<file path="config.mk">
export PLATFORM = sky130hd
export DESIGN_NAME = dm_scan_ctrl
export DESIGN_NICKNAME = d
export VERILOG_FILES = /design/src/rtl/dm_scan_ctrl.sv
export SDC_FILE = /design/constraint.sdc
export NUM_CORES = 2
export LEC_CHECK = 0
export CAP_MARGIN = 15
export CORE_AREA = 2 2 513 515
export CTS_BUF_LIST = sky130_fd_sc_hd__clkbuf_8 sky130_fd_sc_hd__clkbuf_16
export CTS_CLUSTER_SIZE = 8
export DETAILED_ROUTE_END_ITERATION = 7
export DIE_AREA = 0 0 515 517
export PLACE_DENSITY = 0.4
export SLEW_MARGIN = 20
export SYNTH_ARGS = -nofsm -noshare
export SYNTH_HDL_FRONTEND = slang
export SYNTH_SLANG_ARGS = --single-unit
</file>
<file path="constraint.sdc">
create_clock -name clk -period 51.4 [get_ports clk]
set_clock_uncertainty 0.15 [all_clocks]
set_input_delay 5.14 -clock clk [delete_from_list [all_inputs] [get_ports clk]]
set_output_delay 5.14 -clock clk [all_outputs]
set_load 0.1 [all_outputs]
</file>
<file path="src/rtl/dm_scan_ctrl.sv">
// Byte-addressed little-endian data memory with a switch-driven write port,
// sign/zero-extending sub-word reads and an auto-scan display engine.
module dm_scan_ctrl #(
  parameter int ADDR_W = 6,
  parameter int DIV_W  = 25
) (
  input  logic              clk,
  input  logic              rst,
  input  logic              wr_req,
  input  logic              wr_lock,
  input  logic [ADDR_W-1:0] addr,
  input  logic [31:0]       din,
  input  logic [2:0]        dm_type,
  input  logic              en_scan,
  input  logic              slow,
  output logic [31:0]       dout,
  output logic [31:0]       disp_data,
  output logic [ADDR_W-1:0] scan_addr,
  output logic              misalign,
  output logic              wr_done
);

  localparam int DEPTH = 1 << ADDR_W;
  localparam logic [DIV_W-1:0] TERM_SLOW = '1;
  localparam logic [DIV_W-1:0] TERM_FAST = DIV_W'((1 << (DIV_W - 2)) - 1);

  typedef enum logic [1:0] {IDLE, READ, HOLD} state_e;

  logic [7:0]        mem_q [DEPTH];
  logic              sync1_q, sync2_q, edge_q;
  logic [DIV_W-1:0]  cnt_q, cnt_d;
  state_e            state_q, state_d;
  logic [ADDR_W-1:0] scan_addr_q, scan_addr_d;
  logic [31:0]       dout_q, dout_d;
  logic [31:0]       disp_q, disp_d;
  logic              misalign_q, misalign_d;
  logic              wr_done_q;

  logic              is_half, is_byte, is_word, sext, mis;
  logic              strobe, commit, tick;
  logic [1:0]        addr_lo;
  logic [ADDR_W-1:0] a1, a2, a3, s1, s2, s3;
  logic [7:0]        b0, b1, b2, b3;
  logic [31:0]       scan_word;

  always_comb begin
    is_half = (dm_type == 3'b001) || (dm_type == 3'b010);
    is_byte = (dm_type == 3'b011) || (dm_type == 3'b100);
    is_word = !is_half && !is_byte;
    sext    = (dm_type == 3'b001) || (dm_type == 3'b011);
    addr_lo = 2'(addr);
    mis     = (is_half && addr_lo[0]) || (is_word && (addr_lo != 2'b00));

    a1 = addr + ADDR_W'(1);
    a2 = addr + ADDR_W'(2);
    a3 = addr + ADDR_W'(3);
    s1 = scan_addr_q + ADDR_W'(1);
    s2 = scan_addr_q + ADDR_W'(2);
    s3 = scan_addr_q + ADDR_W'(3);
    b0 = mem_q[addr];
    b1 = mem_q[a1];
    b2 = mem_q[a2];
    b3 = mem_q[a3];
    scan_word = {mem_q[s3], mem_q[s2], mem_q[s1], mem_q[scan_addr_q]};

    dout_d = '0;
    if (mis)
      dout_d = '0;
    else if (is_byte)
      dout_d = sext ? {{24{b0[7]}}, b0} : {24'h0, b0};
    else if (is_half)
      dout_d = sext ? {{16{b1[7]}}, b1, b0} : {16'h0, b1, b0};
    else
      dout_d = {b3, b2, b1, b0};

    // Rising edge of the synchronised request; a held switch yields one strobe.
    strobe = sync2_q && !edge_q;
    commit = strobe && !wr_lock && !mis;
    // A blocked write leaves the flag alone; otherwise the read/write alignment rules agree.
    misalign_d = (strobe && wr_lock) ? misalign_q : mis;
  end

  always_comb begin
    tick  = en_scan && (cnt_q == (slow ? TERM_SLOW : TERM_FAST));
    cnt_d = cnt_q + DIV_W'(1);
    if (!en_scan || tick)
      cnt_d = '0;
  end

  always_comb begin
    state_d     = state_q;
    scan_addr_d = scan_addr_q;
    disp_d      = disp_q;
    case (state_q)
      IDLE: begin
        disp_d      = dout_q;
        scan_addr_d = '0;
        if (en_scan)
          state_d = READ;
      end
      READ: begin
        disp_d  = scan_word;
        state_d = HOLD;
      end
      HOLD: begin
        if (tick) begin
          scan_addr_d = scan_addr_q + ADDR_W'(4);
          state_d     = READ;
        end
      end
      default: state_d = IDLE;
    endcase
    if (!en_scan) begin
      state_d     = IDLE;
      scan_addr_d = '0;
    end
  end

  always_ff @(posedge clk or posedge rst) begin
    if (rst) begin
      for (int i = 0; i < DEPTH; i++)
        mem_q[i] <= '0;
      sync1_q     <= 1'b0;
      sync2_q     <= 1'b0;
      edge_q      <= 1'b0;
      cnt_q       <= '0;
      state_q     <= IDLE;
      scan_addr_q <= '0;
      dout_q      <= '0;
      disp_q      <= '0;
      misalign_q  <= 1'b0;
      wr_done_q   <= 1'b0;
    end else begin
      sync1_q     <= wr_req;
      sync2_q     <= sync1_q;
      edge_q      <= sync2_q;
      cnt_q       <= cnt_d;
      state_q     <= state_d;
      scan_addr_q <= scan_addr_d;
      dout_q      <= dout_d;
      disp_q      <= disp_d;
      misalign_q  <= misalign_d;
      wr_done_q   <= commit;
      if (commit) begin
        mem_q[addr] <= din[7:0];
        if (!is_byte)
          mem_q[a1] <= din[15:8];
        if (is_word) begin
          mem_q[a2] <= din[23:16];
          mem_q[a3] <= din[31:24];
        end
      end
    end
  end

  assign dout      = dout_q;
  assign disp_data = disp_q;
  assign scan_addr = scan_addr_q;
  assign misalign  = misalign_q;
  assign wr_done   = wr_done_q;

endmodule

</file>
-- Word-level counts from Yosys, hierarchy flattened
Cells that the tools add are included.
Widths: inputs -> output; s select.
- $add $sub $neg: 8
- multipliers: 0
- div/mod/pow operators: 0
- $lt $le $gt $ge: 12
- equal/unequal tests: 9
- shift operators: 0
- muxes and demuxes: 53
- bitwise gates (word level): 8
- reductions and logical operators: 27
- operators by type and width (operator ; count):
    $bwmux 512 ; 4
    $mux 512 ; 3
    $bmux 8 s6 ; 8
    $demux 8 s6 ; 4
    $mux 32 ; 5
    $mux 8 ; 20
    $pmux 32 s2 ; 1
    $ge 7x7->1 const B ; 8
    $not 6->7 ; 8
    $mux 25 ; 2
    $lt 7x1->1 const B ; 4
    $add 25x1->25 const B ; 1
    $eq 25x25->1 ; 1
    $add 6x2->6 const B ; 4
    $add 6x1->6 const B ; 2
    $logic_and 1x1->1 ; 12
    $mux 6 ; 2
    $pmux 6 s2 ; 1
    $add 6x3->6 const B ; 1
    $eq 3x2->1 const B ; 2
    $logic_not 1->1 ; 6
    $pmux 2 s3 ; 1
    $logic_or 1x1->1 ; 5
    $mux 2 ; 2
    other kinds (9) ; 10
- bits in registers: 614
- latch bits: 0
- bits in writable memories: 0
- ROM bits: 0
- input port bits: 47
- output and inout port bits: 72
- logic and storage cells: 191
- memories: 0

-- Longest topological paths before layout
- word-level depth: 12
- mapped depth: 17
- depth with buffers taken out: 10

-- Worst setup path before layout
Ideal clock, no wire load.
- kind: input port to flip-flop
- start: in addr[0]
- end: reg dout_q[25], in the netlist dout[25]
- setup time: 153 ps
- data arrival time: 8515 ps
- data required time: 51097 ps
- setup slack: 42581 ps
- cell stages on the path: 14
- path buffers: 7
- cell sequence: buf_4 inv_2 buf_2 buf_2 buf_1 ha_1 xnor2_2 buf_2 buf_4 buf_2 mux4_2 mux4_2 nand3_1 a31oi_1
- word-level cells in the longest chain between the ends: 9
- elaborated cells between the ends (all ways): 23
- those cells by class: 2 x add/sub; 14 x mux; 3 x bitwise; 4 x reduce/logical
- ends and longest elaborated chain (what ; line ; source):
    start: declaration ; 11 ; input logic [ADDR_W-1:0] addr,
    $add 6x1->6 ; 54 ; a1 = addr + ADDR_W'(1);
    $not 6->7 (implied by the code) ; 61 ; b1 = mem_q[a1];
    $bmux 8 s6 ; 61 ;
    $mux 8 (implied by the code) (2 in series) ; 61 ;
    $mux 32 ; 72 ; dout_d = sext ? {{16{b1[7]}}, b1, b0} : {16'h0, b1, b0};
    $mux 32 ; 71 ; else if (is_half)
    $mux 32 ; 69 ; else if (is_byte)
    $mux 32 * ; 67 ; if (mis)
    net dout_d[25] ; 34 ; logic [31:0] dout_q, dout_d;
    end signal: assignment ; 140 ; dout_q <= dout_d;
    end: declaration ; 34 ;
Mark *: on every way through the listed nets, which the timed path passes. The rest lies on a longest branch. The select of a mux whose other input is x is not followed.
A chain may end at the register's enable or synchronous reset.

-- Worst setup path after layout
- start: in dm_type[1]
- end: reg mem_q[78] (netlist name)
- word-level cells in the longest chain between the ends: 8
- elaborated cells between the ends (all ways): 19
- those cells by class: 4 x eq/ne; 5 x mux; 10 x reduce/logical
- ends and longest elaborated chain (what ; line ; source):
    start: declaration ; 13 ; input logic [2:0] dm_type,
    parallel branches: the longest is 8 deep, another holds $mux 512 ; - ;
    end signal: indexed assignment ; 145 ; mem_q[addr] <= din[7:0];
    end signal: indexed assignment ; 147 ; mem_q[a1] <= din[15:8];
    end signal: indexed assignment ; 149 ; mem_q[a2] <= din[23:16];
    end: declaration ; 29 ; logic [7:0] mem_q [DEPTH];
Several ways; the timed one is not identified. The select of a mux whose other input is x is not followed.

==> results.md <==
* Period utilization at 23.3%
* Top routing layer used: met5
* Drt wl/cell at 43.6 um
* Final Hold Fails at 0
* Synth Register Bits at 612
* Initial Utilization at 24.8%
* Post-DP Area at 69,000 um2
* Post-layout util at 27.5%
* Peak VDD IR at 0.0227 mV
* Clk Latency, worst-skew pair at 0.81 ns
* Share of layout cells above drive strength 1 at 19.9%
* CP Launch Type: input port
* Pwr/cell area at 36.7 nW/um2
* Largest area contributor in the netlist: mux4_2
* Drt initial violations at 12,000
* CTS sink count at 612
* Highest Clock Rate at 83.7 MHz
* Synth warn at 0
* DR vias at 70,100
* Largest net degree at the start of global routing at 159
* RSZ-0062 raised after global routing: no
* Final slew viol count at 0
* Max-cap violations at 0
* Yosys cell types at 78
* Die Area at 266,000 um2
* DP HPWL at 310,000 um
* GR Util All Layers at 32.8%
* Final wirelength at 452,000 um
* Overall Power at 2.64 mW
* Clock tree buffer depth at 3
* DR WL met3 at 56,300 um
* Worst EP required at 51.92 ns
* Slew HR at 9.56%
* Postcts setup bufs at 0
* Fin area at 71,800 um2
* Num CTS Buffers at 93
* Most frequent cells in the layout: 1,322 x nand2_1, 808 x o21ai_0, 683 x mux4_2, 607 x dfrtp_1, 546 x mux2i_1
* CP max stage cell: buf_4
* Cells along the critical path: clkdlybuf4s50_1 -> nor2_1 -> xnor2_4 -> buf_12 -> o32ai_2 -> or3_4 -> buf_4 -> buf_4 -> buf_12 -> buf_4 -> buf_4 -> nor2_2 -> a22oi_1 -> o21ai_0
* Worst-path clk slew at 0.06 ns
* Syn-to-layout area delta at 10.8%
* Worst Tran Pin Value at 1.35 ns
* Worst min path class: flop to flop
* Top cell type's share of synthesized area at 23.7%
* Commonest non-fill, non-tap cell in the layout: nand2_1
* H-tree Lvls at 3
* Max incr delay on CP at 0.91 ns
* Async SR Flop Fraction at 100%
* # DRC at 0
* Final setup violation count at 0
* Leak pwr at 27.1 nW
* Die X at 515 um
* DRT Pass-1 Iters at 7
* CORE AREA at 261,000 um2
* First-pass GRT wire length at 600,000 um
* Setup_tns at 0 ns
* Hold Slack at 0.196 ns
* Arr. time, crit path at 12.47 ns
* RePlAce Congestion at 1.06
* Seq/Total Area, Yosys at 23.6%
* Endpoint kind of the worst setup timing path: flop
* Initial antenna violation count at 58
* Root Buffer: clkbuf_16
* Final Critical Period at 11.95 ns
* Synth Area per Inst at 8.97 um2
* Top cells by area, synth: mux4_2 24%, dfrtp_1 24%, mux2i_1 8.4%
* Critical setup path kind: input port to flop
* IO Pins at 119
* Gr ovfl total at 0
* Rows at 188
* Synth Flop Type: dfrtp_1
* Outcome: finished clean
* Hold buffers post-CTS at 0
* Post-cts resize count at 0
* Synthesized instance count at 7,230
* Post-synth EDFFs at 0
* CTS tree: built
* CP Max Fanout at 158
* Post-route ant nets at 0
* Layout Nets at 6,933
* Synthesized cell area at 64,800 um2
* Die height at 517 um
* Most common cell on crit path: buf_4
* Post-DR vias/cell at 6.76
* # port buffers at 116
* Vias in the first global route at 63,200
* Metal-1 WL at 175,000 um
* Met2 Wirelength at 188,000 um
## cells in the mapped netlist (all sizes together) (29+ instances only)
cell type,instances
nand2,1338
mux2i,546
a211oi,102
a311oi,36
mux4,683
nor2,374
nor3,41
a21oi,256
mux2,169
a21o,191
o21ai,850
buf,248
clkbuf,525
a221oi,134
dfrtp,612
and2,29
o22ai,265
a31oi,68
nand3,375
o22a,60
## logic make-up after synthesis
family / share of synthesized area, %
simple gates: 14.9
compound gates: 20.5
mux: 35.1
buf+inv: 5.16
flops: 23.6
xor+xnor: 0.583
fa+ha+maj: 0.154
other cells: 0.00578
## through the flow
step | cells | worst slack (ns)
after floorplan | 7231 | 28.97
after global placement | 10200 | 38.84
after detailed placement | 10200 | 38.81
after CTS | 10300 | 39.63
after global routing | 10300 | 39.00
final | 10400 | 39.45
## per-layer routing
layer / vias up / GRT usage [%]
li1: 27000 / -
met5: - / 0.0721
met2: 5633 / 46.9
met3: 1275 / 10.9
met4: 36 / 21.1
met1: 36200 / 42.1
## final cells by class
class / count / area (um2)
repair buffers: 325 / 2740
fillers: 27600 / 189000
multi-input cells: 5829 / 46600
inverters: 17 / 75.1
flip-flops and latches: 612 / 15300
well taps: 3420 / 4280
diodes: 36 / 90.1
clock buffers: 101 / 2450
clock inverters: 29 / 191
## state kept, by name (all words and copies together), names as in the netlist
| signal | cells |
|---|---|
| disp_data | 32 |
| edge_q | 1 |
| mem_q | 512 |
| wr_done | 1 |
| dout | 32 |
| cnt_q | 25 |
| state_q | 2 |
| sync1_q | 1 |
| scan_addr | 4 |
| misalign | 1 |
| sync2_q | 1 |
## worst paths after layout
kind	startpoint	end	slack, ns	cells after the start
worst min register to register	sync1_q$_DFF_PP0_	sync2_q$_DFF_PP0_	0.20	0
worst max register to register	sync2_q$_DFF_PP0_	mem_q[78]$_DFFE_PP0P_	45.56	10
max in group asynchronous	rst	mem_q[117]$_DFFE_PP0P_	42.61	6
min in group asynchronous	rst	mem_q[458]$_DFFE_PP0P_	4.71	2
worst max-delay path	dm_type[1]	mem_q[78]$_DFFE_PP0P_	39.45	14
worst min-delay path	sync1_q$_DFF_PP0_	sync2_q$_DFF_PP0_	0.20	0
## worst max-delay path: cells and delay by family
kind | cells | cell delay (ns)
buf+inv | 7 | 4.37
simple gates | 3 | 1.59
compound gates | 3 | 0.87
xor+xnor | 1 | 0.12
## power by group
group	leakage (nW)	switching, mW	internal [mW]	total (mW)
registers	8.26	0.362	0.586	0.948
logic	17.5	0.647	0.440	1.09
clock network	1.36	0.264	0.339	0.603
total	27.1	1.27	1.36	2.64
Power figures use the tool's default switching activity.
